## src/rtl/uart_tx_fifo_if.sv

```systemverilog
`default_nettype none
// ============================================================================
//  Module   : uart_tx_fifo_if
//  Brief    : Writer-side bus of the UART transmit FIFO: byte write strobe,
//             overrun clear and FIFO/serializer status.
//  Revision : 1.0  initial release
// ============================================================================
interface uart_tx_fifo_if;
    logic [7:0] tx_wdata;
    logic       tx_wten;
    logic       tx_err_clr;
    logic       tx_fifo_full;
    logic       tx_fifo_overrun;
    logic       tx_fifo_underrun;
    logic       tx_busy;

    // Byte producer side
    modport master (
        output tx_wdata,
        output tx_wten,
        output tx_err_clr,
        input  tx_fifo_full,
        input  tx_fifo_overrun,
        input  tx_fifo_underrun,
        input  tx_busy
    );

    // Transmitter side
    modport slave (
        input  tx_wdata,
        input  tx_wten,
        input  tx_err_clr,
        output tx_fifo_full,
        output tx_fifo_overrun,
        output tx_fifo_underrun,
        output tx_busy
    );
endinterface
`default_nettype wire

```

## src/rtl/uart_tx_fifo.sv

```systemverilog
`default_nettype none
// ============================================================================
//  Module   : uart_tx_fifo
//  Brief    : Byte FIFO feeding an 8N1 UART serializer (LSB first, fixed
//             BAUD_DIV clocks per bit). Optional macro UART_TX_PARITY_EN adds
//             an even-parity bit between the data bits and the stop bit (8E1).
//  Revision : 1.0  initial release
// ============================================================================
module uart_tx_fifo #(
    parameter int BAUD_DIV = 208,
    parameter int FIFO_AW  = 4
) (
    input  logic           clk,
    input  logic           rst_n,
    uart_tx_fifo_if.slave  bus,
    output logic           uart_tx
);

    localparam int               c_DEPTH     = 1 << FIFO_AW;
    localparam int               c_BW        = $clog2(BAUD_DIV);
    localparam logic [FIFO_AW:0] c_FULL_CNT  = (FIFO_AW+1)'(c_DEPTH);
    localparam logic [c_BW-1:0]  c_BAUD_LAST = c_BW'(BAUD_DIV - 1);

    localparam logic [2:0] c_IDLE   = 3'd0;
    localparam logic [2:0] c_START  = 3'd1;
    localparam logic [2:0] c_DATA   = 3'd2;
    localparam logic [2:0] c_STOP   = 3'd3;
`ifdef UART_TX_PARITY_EN
    localparam logic [2:0] c_PARITY = 3'd4;
`endif

    // FIFO state
    logic [7:0]         r_mem [c_DEPTH];
    logic [FIFO_AW-1:0] r_wptr;
    logic [FIFO_AW-1:0] r_rptr;
    logic [FIFO_AW:0]   r_count;
    logic [FIFO_AW:0]   w_count_nxt;
    logic               r_overrun;
    logic               r_busy;

    // Serializer state
    logic [2:0]         r_state;
    logic [2:0]         w_state_nxt;
    logic [c_BW-1:0]    r_baud;
    logic [2:0]         r_bit;
    logic [7:0]         r_shift;
    logic               r_tx;
    logic               w_tx_nxt;
`ifdef UART_TX_PARITY_EN
    logic               r_par;
`endif

    logic w_full;
    logic w_push;
    logic w_pop;
    logic w_baud_end;

    // Full is judged on the pre-edge count, so a same-cycle pop never rescues a write
    assign w_full     = (r_count == c_FULL_CNT);
    assign w_push     = bus.tx_wten & ~w_full;
    assign w_pop      = (r_state == c_IDLE) && (r_count != '0);
    assign w_baud_end = (r_baud == c_BAUD_LAST);

    assign bus.tx_fifo_full     = w_full;
    assign bus.tx_fifo_overrun  = r_overrun;
    assign bus.tx_fifo_underrun = 1'b0;
    assign bus.tx_busy          = r_busy;
    assign uart_tx              = r_tx;

    // FIFO storage: no reset so it can map onto distributed RAM
    always_ff @(posedge clk) begin
        if (w_push) begin
            r_mem[r_wptr] <= bus.tx_wdata;
        end
    end

    // Occupancy after this edge; push and pop together leave it unchanged
    always_comb begin
        w_count_nxt = r_count;
        case ({w_push, w_pop})
            2'b10:   w_count_nxt = r_count + 1'b1;
            2'b01:   w_count_nxt = r_count - 1'b1;
            default: w_count_nxt = r_count;
        endcase
    end

    // FIFO pointers, count, sticky overrun (set beats clear) and busy flag
    always_ff @(posedge clk or negedge rst_n) begin
        if (!rst_n) begin
            r_wptr    <= '0;
            r_rptr    <= '0;
            r_count   <= '0;
            r_overrun <= 1'b0;
            r_busy    <= 1'b0;
        end else begin
            if (w_push) begin
                r_wptr <= r_wptr + 1'b1;
            end
            if (w_pop) begin
                r_rptr <= r_rptr + 1'b1;
            end
            r_count <= w_count_nxt;
            if (bus.tx_wten && w_full) begin
                r_overrun <= 1'b1;
            end else if (bus.tx_err_clr) begin
                r_overrun <= 1'b0;
            end
            r_busy <= (w_state_nxt != c_IDLE) || (w_count_nxt != '0);
        end
    end

    // Serializer state register
    always_ff @(posedge clk or negedge rst_n) begin
        if (!rst_n) begin
            r_state <= c_IDLE;
        end else begin
            r_state <= w_state_nxt;
        end
    end

    // Serializer next-state decode
    always_comb begin
        w_state_nxt = r_state;
        case (r_state)
            c_IDLE:  if (w_pop)      w_state_nxt = c_START;
            c_START: if (w_baud_end) w_state_nxt = c_DATA;
            c_DATA: begin
                if (w_baud_end && (r_bit == 3'd7)) begin
`ifdef UART_TX_PARITY_EN
                    w_state_nxt = c_PARITY;
`else
                    w_state_nxt = c_STOP;
`endif
                end
            end
`ifdef UART_TX_PARITY_EN
            c_PARITY: if (w_baud_end) w_state_nxt = c_STOP;
`endif
            c_STOP:  if (w_baud_end) w_state_nxt = c_IDLE;
            default: w_state_nxt = c_IDLE;
        endcase
    end

    // Line level for the current state; registered below so the pin is glitch-free
    always_comb begin
        w_tx_nxt = 1'b1;
        case (r_state)
            c_IDLE:   w_tx_nxt = 1'b1;
            c_START:  w_tx_nxt = 1'b0;
            c_DATA:   w_tx_nxt = r_shift[0];
`ifdef UART_TX_PARITY_EN
            c_PARITY: w_tx_nxt = r_par;
`endif
            c_STOP:   w_tx_nxt = 1'b1;
            default:  w_tx_nxt = 1'b1;
        endcase
    end

    // Baud counter, bit index, shift register and the registered TX pin
    always_ff @(posedge clk or negedge rst_n) begin
        if (!rst_n) begin
            r_baud  <= '0;
            r_bit   <= 3'd0;
            r_shift <= 8'h00;
            r_tx    <= 1'b1;
        end else begin
            r_tx <= w_tx_nxt;
            if (r_state == c_IDLE) begin
                r_baud <= '0;
                r_bit  <= 3'd0;
                if (w_pop) begin
                    r_shift <= r_mem[r_rptr];
                end
            end else if (w_baud_end) begin
                r_baud <= '0;
                if (r_state == c_DATA) begin
                    r_shift <= {1'b0, r_shift[7:1]};
                    r_bit   <= r_bit + 1'b1;
                end
            end else begin
                r_baud <= r_baud + 1'b1;
            end
        end
    end

`ifdef UART_TX_PARITY_EN
    // Even parity of the byte, captured as it is popped
    always_ff @(posedge clk or negedge rst_n) begin
        if (!rst_n) begin
            r_par <= 1'b0;
        end else if (w_pop) begin
            r_par <= ^r_mem[r_rptr];
        end
    end
`endif

endmodule
`default_nettype wire

```

## src/flat_wrapper.sv

```systemverilog
// flat-port wrapper written by rule: the top's interface ports become plain ports
module uart_tx_fifo_flat 
#(
    parameter int BAUD_DIV = 208,
    parameter int FIFO_AW  = 4
)
  (clk, rst_n, uart_tx, bus_tx_wdata, bus_tx_wten, bus_tx_err_clr, bus_tx_fifo_full, bus_tx_fifo_overrun, bus_tx_fifo_underrun, bus_tx_busy);
  uart_tx_fifo_if bus_i ();
  input  logic clk;
  input  logic rst_n;
  output logic uart_tx;
  input wire logic [$bits(bus_i.tx_wdata)-1:0] bus_tx_wdata;
  input wire logic [$bits(bus_i.tx_wten)-1:0] bus_tx_wten;
  input wire logic [$bits(bus_i.tx_err_clr)-1:0] bus_tx_err_clr;
  output wire logic [$bits(bus_i.tx_fifo_full)-1:0] bus_tx_fifo_full;
  output wire logic [$bits(bus_i.tx_fifo_overrun)-1:0] bus_tx_fifo_overrun;
  output wire logic [$bits(bus_i.tx_fifo_underrun)-1:0] bus_tx_fifo_underrun;
  output wire logic [$bits(bus_i.tx_busy)-1:0] bus_tx_busy;
  assign bus_i.tx_wdata = bus_tx_wdata;
  assign bus_i.tx_wten = bus_tx_wten;
  assign bus_i.tx_err_clr = bus_tx_err_clr;
  assign bus_tx_fifo_full = bus_i.tx_fifo_full;
  assign bus_tx_fifo_overrun = bus_i.tx_fifo_overrun;
  assign bus_tx_fifo_underrun = bus_i.tx_fifo_underrun;
  assign bus_tx_busy = bus_i.tx_busy;
  uart_tx_fifo #(.BAUD_DIV(BAUD_DIV), .FIFO_AW(FIFO_AW)) u_core (.clk(clk), .rst_n(rst_n), .bus(bus_i), .uart_tx(uart_tx));
endmodule
```

## config.mk

```make
export PLATFORM = sky130hd
export DESIGN_NAME = uart_tx_fifo_flat
export DESIGN_NICKNAME = d
export VERILOG_FILES = /design/src/rtl/uart_tx_fifo_if.sv /design/src/rtl/uart_tx_fifo.sv /design/src/flat_wrapper.sv
export SDC_FILE = /design/constraint.sdc
export NUM_CORES = 1
export LEC_CHECK = 0
export CAP_MARGIN = 20
export CELL_PAD_IN_SITES_DETAIL_PLACEMENT = 1
export CELL_PAD_IN_SITES_GLOBAL_PLACEMENT = 1
export CORE_ASPECT_RATIO = 1.2
export CORE_MARGIN = 10
export CORE_UTILIZATION = 45
export DETAILED_ROUTE_END_ITERATION = 16
export DONT_BUFFER_PORTS = 1
export PLACE_DENSITY_LB_ADDON = 0.12
export SYNTH_ARGS = -nofsm -noshare
export SYNTH_HDL_FRONTEND = slang
export SYNTH_SLANG_ARGS = --single-unit
```

## constraint.sdc

```tcl
create_clock -name clk -period 2.9 [get_ports clk]
set_input_delay 0.58 -clock clk [delete_from_list [all_inputs] [get_ports clk]]
set_output_delay 0.58 -clock clk [all_outputs]
set_load 0.02 [all_outputs]
```

==> results of run 1 <==
## repair_timing
item | in CTS | in global routing
hold buffers | 2 | 0
endpoints found under the setup margin | 0 | 1
hold endpoints to repair | 38 | 0
buffers inserted | 0 | 3
resized for setup | 0 | 2
## cells in the mapped netlist (all sizes together), types with 2 or more instances
| cell type | count | area [µm²] |
|---|---|---|
| a211oi | 2 | 27.53 |
| a21oi | 25 | 125.1 |
| a22o | 9 | 80.08 |
| a22oi | 14 | 105.1 |
| and2 | 3 | 18.77 |
| and3 | 3 | 18.77 |
| buf | 15 | 87.57 |
| clkbuf | 9 | 43.79 |
| dfrtp | 37 | 925.9 |
| edfxtp | 128 | 3844 |
| ha | 11 | 137.6 |
| inv | 8 | 30.03 |
| mux2 | 2 | 22.52 |
| mux2i | 2 | 20.02 |
| mux4 | 32 | 720.7 |
| nand2 | 14 | 55.06 |
| nand2b | 3 | 18.77 |
| nand3 | 4 | 20.02 |
| nand4 | 2 | 12.51 |
| nor2 | 34 | 127.6 |
| nor2b | 4 | 25.02 |
| nor3 | 4 | 20.02 |
| nor4 | 2 | 33.78 |
| o21ai | 4 | 20.02 |
| or2 | 2 | 12.51 |
| or3 | 2 | 17.52 |
| xnor2 | 11 | 96.34 |
| xor2 | 8 | 70.07 |
## critical path, stage by stage (launching register included)
cell and delay (ns):
dfrtp_1 0.38, or2_4 0.29, or3_4 0.43, inv_6 0.10, ha_4 0.14, xor2_2 0.13, ha_2 0.22, a211oi_2 0.07
nor4_2 0.30, xnor2_1 0.13, or4_1 0.50
## flip-flops by register name, summed over array words and instances (netlist names)
register                    count
u_core.r_rptr                   4
u_core.r_count                  5
u_core.uart_tx                  1
u_core.r_mem                  128
u_core.r_state                  3
u_core.r_bit                    3
u_core.r_wptr                   4
u_core.bus.tx_busy              1
u_core.bus.tx_fifo_overrun      1
u_core.r_baud                   8
u_core.r_shift                  8
## through the flow
| step | TNS (ns) | instance area, µm² | power (mW) | std cells | util (%) |
|---|---|---|---|---|---|
| 5_1_grt | -0.08266 | 7876 | 7.856 | 652 | 52.65 |
| 6_report | 0 | 7876 | 7.437 | 652 | 52.65 |
| 3_5_place_dp | 0 | 7246 | 5.273 | 615 | 48.44 |
| 2_1_floorplan | -0.02571 | 6923 | 4.685 | 408 | - |
| 4_1_cts | 0 | 7844 | 7.473 | 649 | 52.43 |
| 3_3_place_gp | 0 | 7246 | 5.238 | 615 | 48.44 |
## routing by layer
| layer | GRT usage (%) | vias up | routed length [µm] |
|---|---|---|---|
| met5 | 0 | - | 0 |
| met4 | 6.611 | 0 | 317 |
| met3 | 3.222 | 18 | 446 |
| met2 | 23.94 | 49 | 7144 |
| met1 | 17.87 | 1893 | 6047 |
| li1 | - | 1617 | - |
## power by group through the flow
stage | registers [mW] | clock network (mW) | logic, mW
detailed placement | 3.23 | 0 | 2.04
global route | 3.23 | 2.32 | 2.31
CTS | 3.19 | 2.22 | 2.07
finish | 3.19 | 2.17 | 2.08
floorplan | 3.13 | 0 | 1.56
global placement | 3.22 | 0 | 2.02
## kinds of logic after synthesis
logic type               count (synthesis)  synth area share (%)
adder cells (fa/ha/maj)                 11                 2.003
AND/OR/NAND/NOR                         83                 6.463
XOR/XNOR                                19                 2.421
other                                    1               0.05456
multiplexers                            36                 11.11
AO/OA/AOI/OAI                           58                 5.698
flip-flops                             166                 69.78
buffers and inverters                   33                 2.476
## final timing paths
| path | from | endpoint | slack (ns) | depth (start not counted) |
|---|---|---|---|---|
| max in group asynchronous | rst_n | u_core.uart_tx | 2.00 | 2 |
| worst max-delay path | u_core.r_state[2] | u_core.bus.tx_busy | 0.06 | 10 |
| worst max register to register | u_core.r_state[2] | u_core.bus.tx_busy | 0.06 | 10 |
| worst min-delay path | bus_tx_wdata[3] | u_core.r_mem[10][3] | 0.25 | 0 |
| min in group asynchronous | rst_n | u_core.bus.tx_fifo_overrun | 0.62 | 2 |
| worst min register to register | u_core.r_baud[0] | u_core.r_baud[0] | 0.46 | 1 |
## layout make-up
cell class,count,area (µm²)
Sequential cell,166,4798
Multi-Input combinational cell,209,1944
Fill cell,1422,7083
Tap cell,204,255.2
Clock inverter,14,138.9
Inverter,8,35.03
Clock buffer,18,429.2
Timing Repair Buffer,33,275.3
==> impl_metrics.json, run 1 <==
{
  "worst_slack_ns": 0.06260,
  "endpoint_kind": "flop",
  "hold_viol": 0,
  "clockBufferDepth": 2,
  "cts_buffers": 17,
  "grt_max_degree": 39,
  "grt_pass1_vias": 3863,
  "place_congestion": 0.7785,
  "dr.first_iter.drc_count": 234,
  "route.detailed.drc": 0,
  "clk_latency_ns": 0.43,
  "yosysWarnings": 0,
  "routed_wl_mm": 13.96,
  "syn_area_mm2": 0.006873,
  "synth_edf_count": 128,
  "syn_inst": 407,
  "numPortBuffers": 0,
  "final_net_count": 458,
  "clkPwrFrac_pct": 29.2,
  "fmax_mhz": 352.4,
  "ys_seq_area_share_pct": 69.78,
  "final_common_cell": "edfxtp_1",
  "grt_usage_pct": 14.51,
  "grt_pass1_wl_mm": 22.48,
  "num_io_pins": 17,
  "syn_area_per_cell_um2": 16.89,
  "slew_headroom_pct": 50.11,
  "dieArea_mm2": 0.02064,
  "peakVddDrop_uv": 461.4,
  "worstPathRequired_ns": 3.20,
  "power_density_mw_per_mm2": 944.2,
  "finalSetupViolations": 0,
  "core_mm2": 0.01496,
  "maxSlewViolCount": 0,
  "p_switching_mw": 2.312,
  "chipWidth_um": 132.8,
  "swShare_pct": 31.08,
  "final_cell_mix": "128 x edfxtp_1, 35 x dfrtp_1, 34 x nor2_1",
  "crit_arrival_ns": 3.14,
  "yosysUniqueCellTypes": 50,
  "period_minus_slack_ns": 2.837,
  "hold_slack_ns": 0.2453,
  "drv_cap": 0,
  "num_antenna_cells": 0,
  "pwr-share-comb_pct": 28.0,
  "fin_worst_skew_ns": 0.01082,
  "gr-total-overflow": 0,
  "route.vias.total": 3577,
  "die_h_um": 155.4,
  "std_cell_rows": 49,
  "seqPwrFrac_pct": 42.8,
  "tightest_slew_ns": 0.7457,
  "viasPerCell": 5.486,
  "ant_nets": 0,
  "rsz0062_at_grt": "yes",
  "hpwl_mm": 9.157,
  "p_int_mw": 5.125,
  "cts_root_buf": "clkbuf_16",
  "cts_max_level": 4,
  "initial_utilization_pct": 45.94,
  "areaGrowthSynthToFinish_pct": 14.60,
  "hold_class": "in2reg",
  "cts.clk_slew.worst_paths_ns": 0.07,
  "synth_top_flop_cell": "edfxtp_1",
  "cts_tree": "done",
  "status": "finished, final reports clean",
  "drt_pass1_iterations": 4,
  "path_class": "reg2reg",
  "drive_gt1_share_pct": 25.67,
  "wl_per_cell_um": 21.40,
  "dp_slack_ns": 0.03355,
  "ys_async_sr_fraction_pct": 22.89,
  "power.leakage_nw": 2.768,
  "timing.final.crit_share_pct": 97.84,
  "startpoint_type": "flop",
  "ys_ff_latch": 166,
  "antenna_found_initial": 0,
  "cts.sinks": 166,
  "crit_fanout": 7
}
Note: power is estimated with default switching activity, not from simulation.
==> run 2, diff against run 1 <==
CORE_ASPECT_RATIO = 0.6   (was 1.2)
clock period = 3.6 ns   (was 2.9 ns; I/O delays follow)
==> impl_metrics.json, run 2 (same netlist as run 1, synthesis figures left out) <==
{
  "grt_pass1_wl_mm": 23.25,
  "drt_pass1_iterations": 5,
  "place_congestion": 0.7869,
  "wl_per_cell_um": 23.29,
  "cts_buffers": 17,
  "clk_latency_ns": 0.43,
  "initial_utilization_pct": 46.69,
  "peakVddDrop_uv": 334.0,
  "ant_nets": 0,
  "swShare_pct": 30.86,
  "clockBufferDepth": 2,
  "routed_wl_mm": 14.56,
  "cts_tree": "done",
  "largest_reg_flops": 128,
  "areaGrowthSynthToFinish_pct": 11.23,
  "final_cell_mix": "128 x edfxtp_1, 36 x dfrtp_1, 34 x nor2_1",
  "route.detailed.drc": 0,
  "dr.first_iter.drc_count": 277,
  "hold_viol": 0,
  "tns_ns": 0,
  "grt_max_degree": 38,
  "cts_resized": 0,
  "power_density_mw_per_mm2": 759.0,
  "antenna_found_initial": 0,
  "grt_pass1_vias": 3853,
  "clkPwrFrac_pct": 29.0,
  "drv_cap": 0,
  "crit_family": "simple AND/OR/NAND/NOR gates",
  "final_common_cell": "edfxtp_1",
  "hold_class": "in2async",
  "period_minus_slack_ns": 3.337,
  "hold_slack_ns": 0.1251,
  "path_class": "reg2reg",
  "chipWidth_um": 179.5,
  "core_mm2": 0.01472,
  "regMostFlops": "u_core.r_mem",
  "timing.final.crit_share_pct": 92.68,
  "final_net_count": 437,
  "fmax_mhz": 299.7,
  "crit_fanout": 7,
  "pwr-share-comb_pct": 25.7,
  "startpoint_type": "flop",
  "worstPathRequired_ns": 3.90,
  "rsz0062_at_grt": "no",
  "cts_root_buf": "clkbuf_16",
  "num_io_pins": 17,
  "numPortBuffers": 0,
  "power.leakage_nw": 2.639,
  "cts_max_level": 4,
  "tightest_slew_ns": 1.030,
  "maxSlewViolCount": 0,
  "crit_arrival_ns": 3.64,
  "endpoint_kind": "flop",
  "grt_usage_pct": 14.73,
  "slowest_stage": "dfrtp_1",
  "std_cell_rows": 34,
  "fillers": 1393,
  "dieArea_mm2": 0.02078,
  "reg_top3": "u_core.r_mem (128), u_core.r_baud (8), u_core.r_shift (8)",
  "drive_gt1_share_pct": 19.91,
  "gr-total-overflow": 0,
  "finalSetupViolations": 0,
  "route.vias.total": 3534,
  "num_antenna_cells": 0,
  "status": "finished, final reports clean",
  "total_power_mw": 5.802,
  "cts.clk_slew.worst_paths_ns": 0.07,
  "slew_headroom_pct": 31.06,
  "hpwl_mm": 9.849,
  "worst-path-buf-inv": 1,
  "cpMostUsedCell": "ha_1",
  "viasPerCell": 5.654,
  "seqPwrFrac_pct": 45.3,
  "fin_worst_skew_ns": 0.01834,
  "cts.sinks": 166,
  "p_int_mw": 4.012,
  "critical_path.max_stage_delay_ns": 0.49,
  "crit_chain": "nor4_4 > nor3b_4 > or3_4 > inv_1 > ha_1 > xor2_1 > ha_1 > a21oi_1 > mux2i_1 > xnor2_1 > o21bai_1 > or4_1",
  "p_switching_mw": 1.790,
  "die_h_um": 115.7
}
==> run 2: cell types whose count changed in the layout (fill, tap and decap cells not counted), sizes merged <==
cell	change
clkinv	+1
inv	-5
buf	-20
clkbuf	+1
dlygate4sd3	-1
clkinvlp	+3
==> run 2: worst paths after layout <==
kind	start	end	slack [ns]	depth (start not counted)
setup / recovery	u_core.r_count[0]	u_core.bus.tx_busy	0.26	12
hold / removal	rst_n	u_core.r_baud[6]	0.13	1
setup reg to reg	u_core.r_count[0]	u_core.bus.tx_busy	0.26	12
hold reg to reg	u_core.r_baud[0]	u_core.r_baud[0]	0.45	1
max in group asynchronous	rst_n	u_core.r_rptr[0]	3.27	1
min in group clk	bus_tx_wdata[7]	u_core.r_mem[2][7]	0.38	0
==> run 2: power groups by stage <==
stage	Clock [mW]	Sequential (mW)	Combinational (mW)
3_5_place_dp	0	2.67	1.50
2_1_floorplan	0	2.52	1.23
3_3_place_gp	0	2.65	1.46
6_report	1.68	2.63	1.49
5_1_grt	1.80	2.68	1.66
4_1_cts	1.72	2.63	1.52
==> run 2: final cells by class <==
cell class | count | area, µm² | area share, %
clock buffers | 19 | 432.9 | 5.663
flip-flops and latches | 166 | 4797 | 62.75
well taps | 198 | 247.7 | 3.241
repair buffers | 12 | 118.9 | 1.555
clock inverters | 13 | 107.6 | 1.408
inverters | 8 | 30.03 | 0.3928
multi-input cells | 209 | 1911 | 24.99
==> run 2: metrics by stage <==
stage | instances | cell area (µm²) | worst slack [ns] | util, %
after CTS | 624 | 7634 | 0.2328 | 51.86
after floorplan | 408 | 6877 | 0.4921 | -
after detailed placement | 591 | 7073 | 0.2750 | 48.05
final | 625 | 7645 | 0.2635 | 51.94
after global routing | 625 | 7645 | 0.005056 | 51.94
after global placement | 591 | 7073 | 0.4666 | 48.05
==> run 2: worst reg2reg max path: cells and delay by family, from the launching register on <==
family,cells,cell delay (ns)
AND/OR/NAND/NOR,4,1.20
adder cells (fa/ha/maj),2,0.50
flip-flops,1,0.49
AO/OA/AOI/OAI,2,0.36
XOR/XNOR,2,0.28
multiplexers,1,0.24
buffers and inverters,1,0.13
==> run 2: repair_timing <==
| action | 4_1_cts | 5_1_grt |
|---|---|---|
| endpoints found under the hold margin | 37 | 0 |
| setup buffers | 0 | 0 |
| hold buffers | 1 | 0 |
| endpoints found under the setup margin | 0 | 0 |
==> run 2: metal layers <==
| metal | routed length, µm | vias to the layer above | track usage (%) | part of all wire, % |
|---|---|---|---|---|
| li1 | - | 1583 | - | - |
| met1 | 7267 | 1863 | 21.03 | 50 |
| met2 | 6306 | 79 | 21.01 | 43 |
| met3 | 848 | 9 | 4.078 | 5.8 |
| met4 | 137 | 0 | 5.595 | 0.94 |
| met5 | 0 | - | 0 | 0 |
==> run 3, diff against run 2 <==
CTS_BUF_LIST = sky130_fd_sc_hd__clkbuf_4 sky130_fd_sc_hd__clkbuf_8   (was not set)
==> impl_metrics.json, run 3 (same netlist as run 1, synthesis figures left out) <==
{
  "status": "finished, final reports clean",
  "drv_cap": 0,
  "critical_path.max_stage_delay_ns": 0.49,
  "numPortBuffers": 0,
  "p_switching_mw": 1.734,
  "hpwl_mm": 9.849,
  "place_congestion": 0.7869,
  "grt_max_degree": 38,
  "endpoint_kind": "flop",
  "worstPathRequired_ns": 3.91,
  "cts_buffers": 17,
  "cts_root_buf": "clkbuf_8",
  "crit_chain": "nor4_4 > nor3b_4 > or3_4 > inv_1 > ha_1 > xor2_1 > ha_1 > a21oi_1 > mux2i_1 > xnor2_1 > o21bai_1 > or4_1",
  "grt_usage_pct": 14.43,
  "cts_max_level": 4,
  "placed_area_mm2": 0.007073,
  "total_power_mw": 5.351,
  "route.detailed.drc": 0,
  "final_common_cell": "edfxtp_1",
  "clkPwrFrac_pct": 23.1,
  "p_int_mw": 3.618,
  "cts_hold_buffers": 1,
  "fin_cells": 624,
  "swShare_pct": 32.40,
  "fmax_mhz": 301.0,
  "die_h_um": 115.7,
  "slew_headroom_pct": 25.36,
  "largest_reg_flops": 128,
  "cts.sinks": 166,
  "drt_pass1_iterations": 4,
  "dr.first_iter.drc_count": 250,
  "drive_gt1_share_pct": 20.19,
  "power_density_mw_per_mm2": 718.3,
  "num_antenna_cells": 0,
  "hold_viol": 0,
  "seqPwrFrac_pct": 49.0,
  "finalSetupViolations": 0,
  "startpoint_type": "flop",
  "worst_slack_ns": 0.2779,
  "antenna_found_initial": 0,
  "tightest_slew_ns": 1.115,
  "post_cts_buffers": 0,
  "wl_per_cell_um": 23.23,
  "power.leakage_nw": 2.552,
  "cpMostUsedCell": "ha_1",
  "period_minus_slack_ns": 3.322,
  "fin_area_mm2": 0.007450,
  "std_cell_rows": 34,
  "ant_nets": 0,
  "dp_slack_ns": 0.2750,
  "maxSlewViolCount": 0,
  "rsz0062_at_grt": "no",
  "peakVddDrop_uv": 336.8,
  "route.vias.total": 3515,
  "cts_tree": "done",
  "fillers": 1416,
  "tns_ns": 0,
  "regMostFlops": "u_core.r_mem",
  "dieArea_mm2": 0.02078,
  "multi_input_area_mm2": 0.001911,
  "grt_pass1_vias": 3832,
  "r2r_start": "u_core.r_count[0]",
  "pwr-share-comb_pct": 27.8,
  "path_class": "reg2reg",
  "dp_cells": 591,
  "hold_class": "in2async",
  "final_net_count": 436,
  "slowest_stage": "dfrtp_1",
  "grt_pass1_wl_mm": 23.00,
  "routed_wl_mm": 14.50,
  "initial_utilization_pct": 46.69,
  "areaGrowthSynthToFinish_pct": 8.392,
  "crit_arrival_ns": 3.64,
  "regArea_mm2": 0.004797,
  "gr-total-overflow": 0,
  "crit_path_start": "u_core.r_count[0]",
  "cts_resized": 0,
  "fin_worst_skew_ns": 0.01296,
  "viasPerCell": 5.633,
  "clk_latency_ns": 0.44,
  "final_cell_mix": "128 x edfxtp_1, 36 x dfrtp_1, 34 x nor2_1",
  "timing.final.crit_share_pct": 92.28,
  "cts.clk_slew.worst_paths_ns": 0.09,
  "crit_fanout": 7,
  "chipWidth_um": 179.5,
  "reg_top3": "u_core.r_mem (128), u_core.r_baud (8), u_core.r_shift (8)",
  "num_io_pins": 17,
  "core_mm2": 0.01472,
  "clockBufferDepth": 2
}
[run 3: cell types whose count changed in the layout (fill, tap and decap cells not counted), sizes merged]
cell / previous run / this run
buf: 12 / 11
[run 3: metal layers]
metal | global-route usage [%] | share of wire [%] | up-vias
met5 | 0 | 0 | -
met4 | 4.937 | 0.80 | 0
met1 | 20.85 | 51 | 1865
met3 | 3.331 | 5.1 | 10
li1 | - | - | 1577
met2 | 21.04 | 43 | 63
[run 3: worst paths after layout]
path | to | slack [ns] | depth (start not counted)
worst max-delay path | u_core.bus.tx_busy | 0.28 | 12
worst min-delay path | u_core.r_baud[6] | 0.11 | 1
worst max register to register | u_core.bus.tx_busy | 0.28 | 12
worst min register to register | u_core.r_baud[0] | 0.46 | 1
max in group asynchronous | u_core.r_rptr[0] | 3.28 | 1
min in group clk | u_core.r_mem[12][3] | 0.37 | 0
[run 3: critical path: cells and delay by family (launching register included)]
family	cells	cell delay, ns
AND/OR/NAND/NOR	4	1.20
adder cells (fa/ha/maj)	2	0.50
buffers and inverters	1	0.13
flip-flops	1	0.49
AO/OA/AOI/OAI	2	0.36
multiplexers	1	0.24
XOR/XNOR	2	0.28
[run 3: through the flow]
| stage | hold slack [ns] | util (%) |
|---|---|---|
| CTS | 0.08584 | 50.61 |
| detailed placement | 0.4261 | 48.05 |
| global route | 0.08771 | 50.61 |
| global placement | 0.4259 | 48.05 |
| finish | 0.1081 | 50.61 |
| floorplan | 0.4244 | - |
[run 3: final cells by class]
class / instances / share of cell area [%]
multi-input cells: 209 / 25.65
flip-flops and latches: 166 / 64.39
clock inverters: 13 / 1.444
repair buffers: 11 / 1.444
inverters: 8 / 0.4031
clock buffers: 19 / 3.342
well taps: 198 / 3.326
[run 3: power groups by stage]
stage          clock network (mW)  registers [mW]  logic (mW)
2_1_floorplan                   0            2.52        1.23
3_3_place_gp                    0            2.65        1.46
3_5_place_dp                    0            2.67        1.50
4_1_cts                      1.27            2.63        1.52
5_1_grt                      1.34            2.67        1.66
6_report                     1.24            2.62        1.49
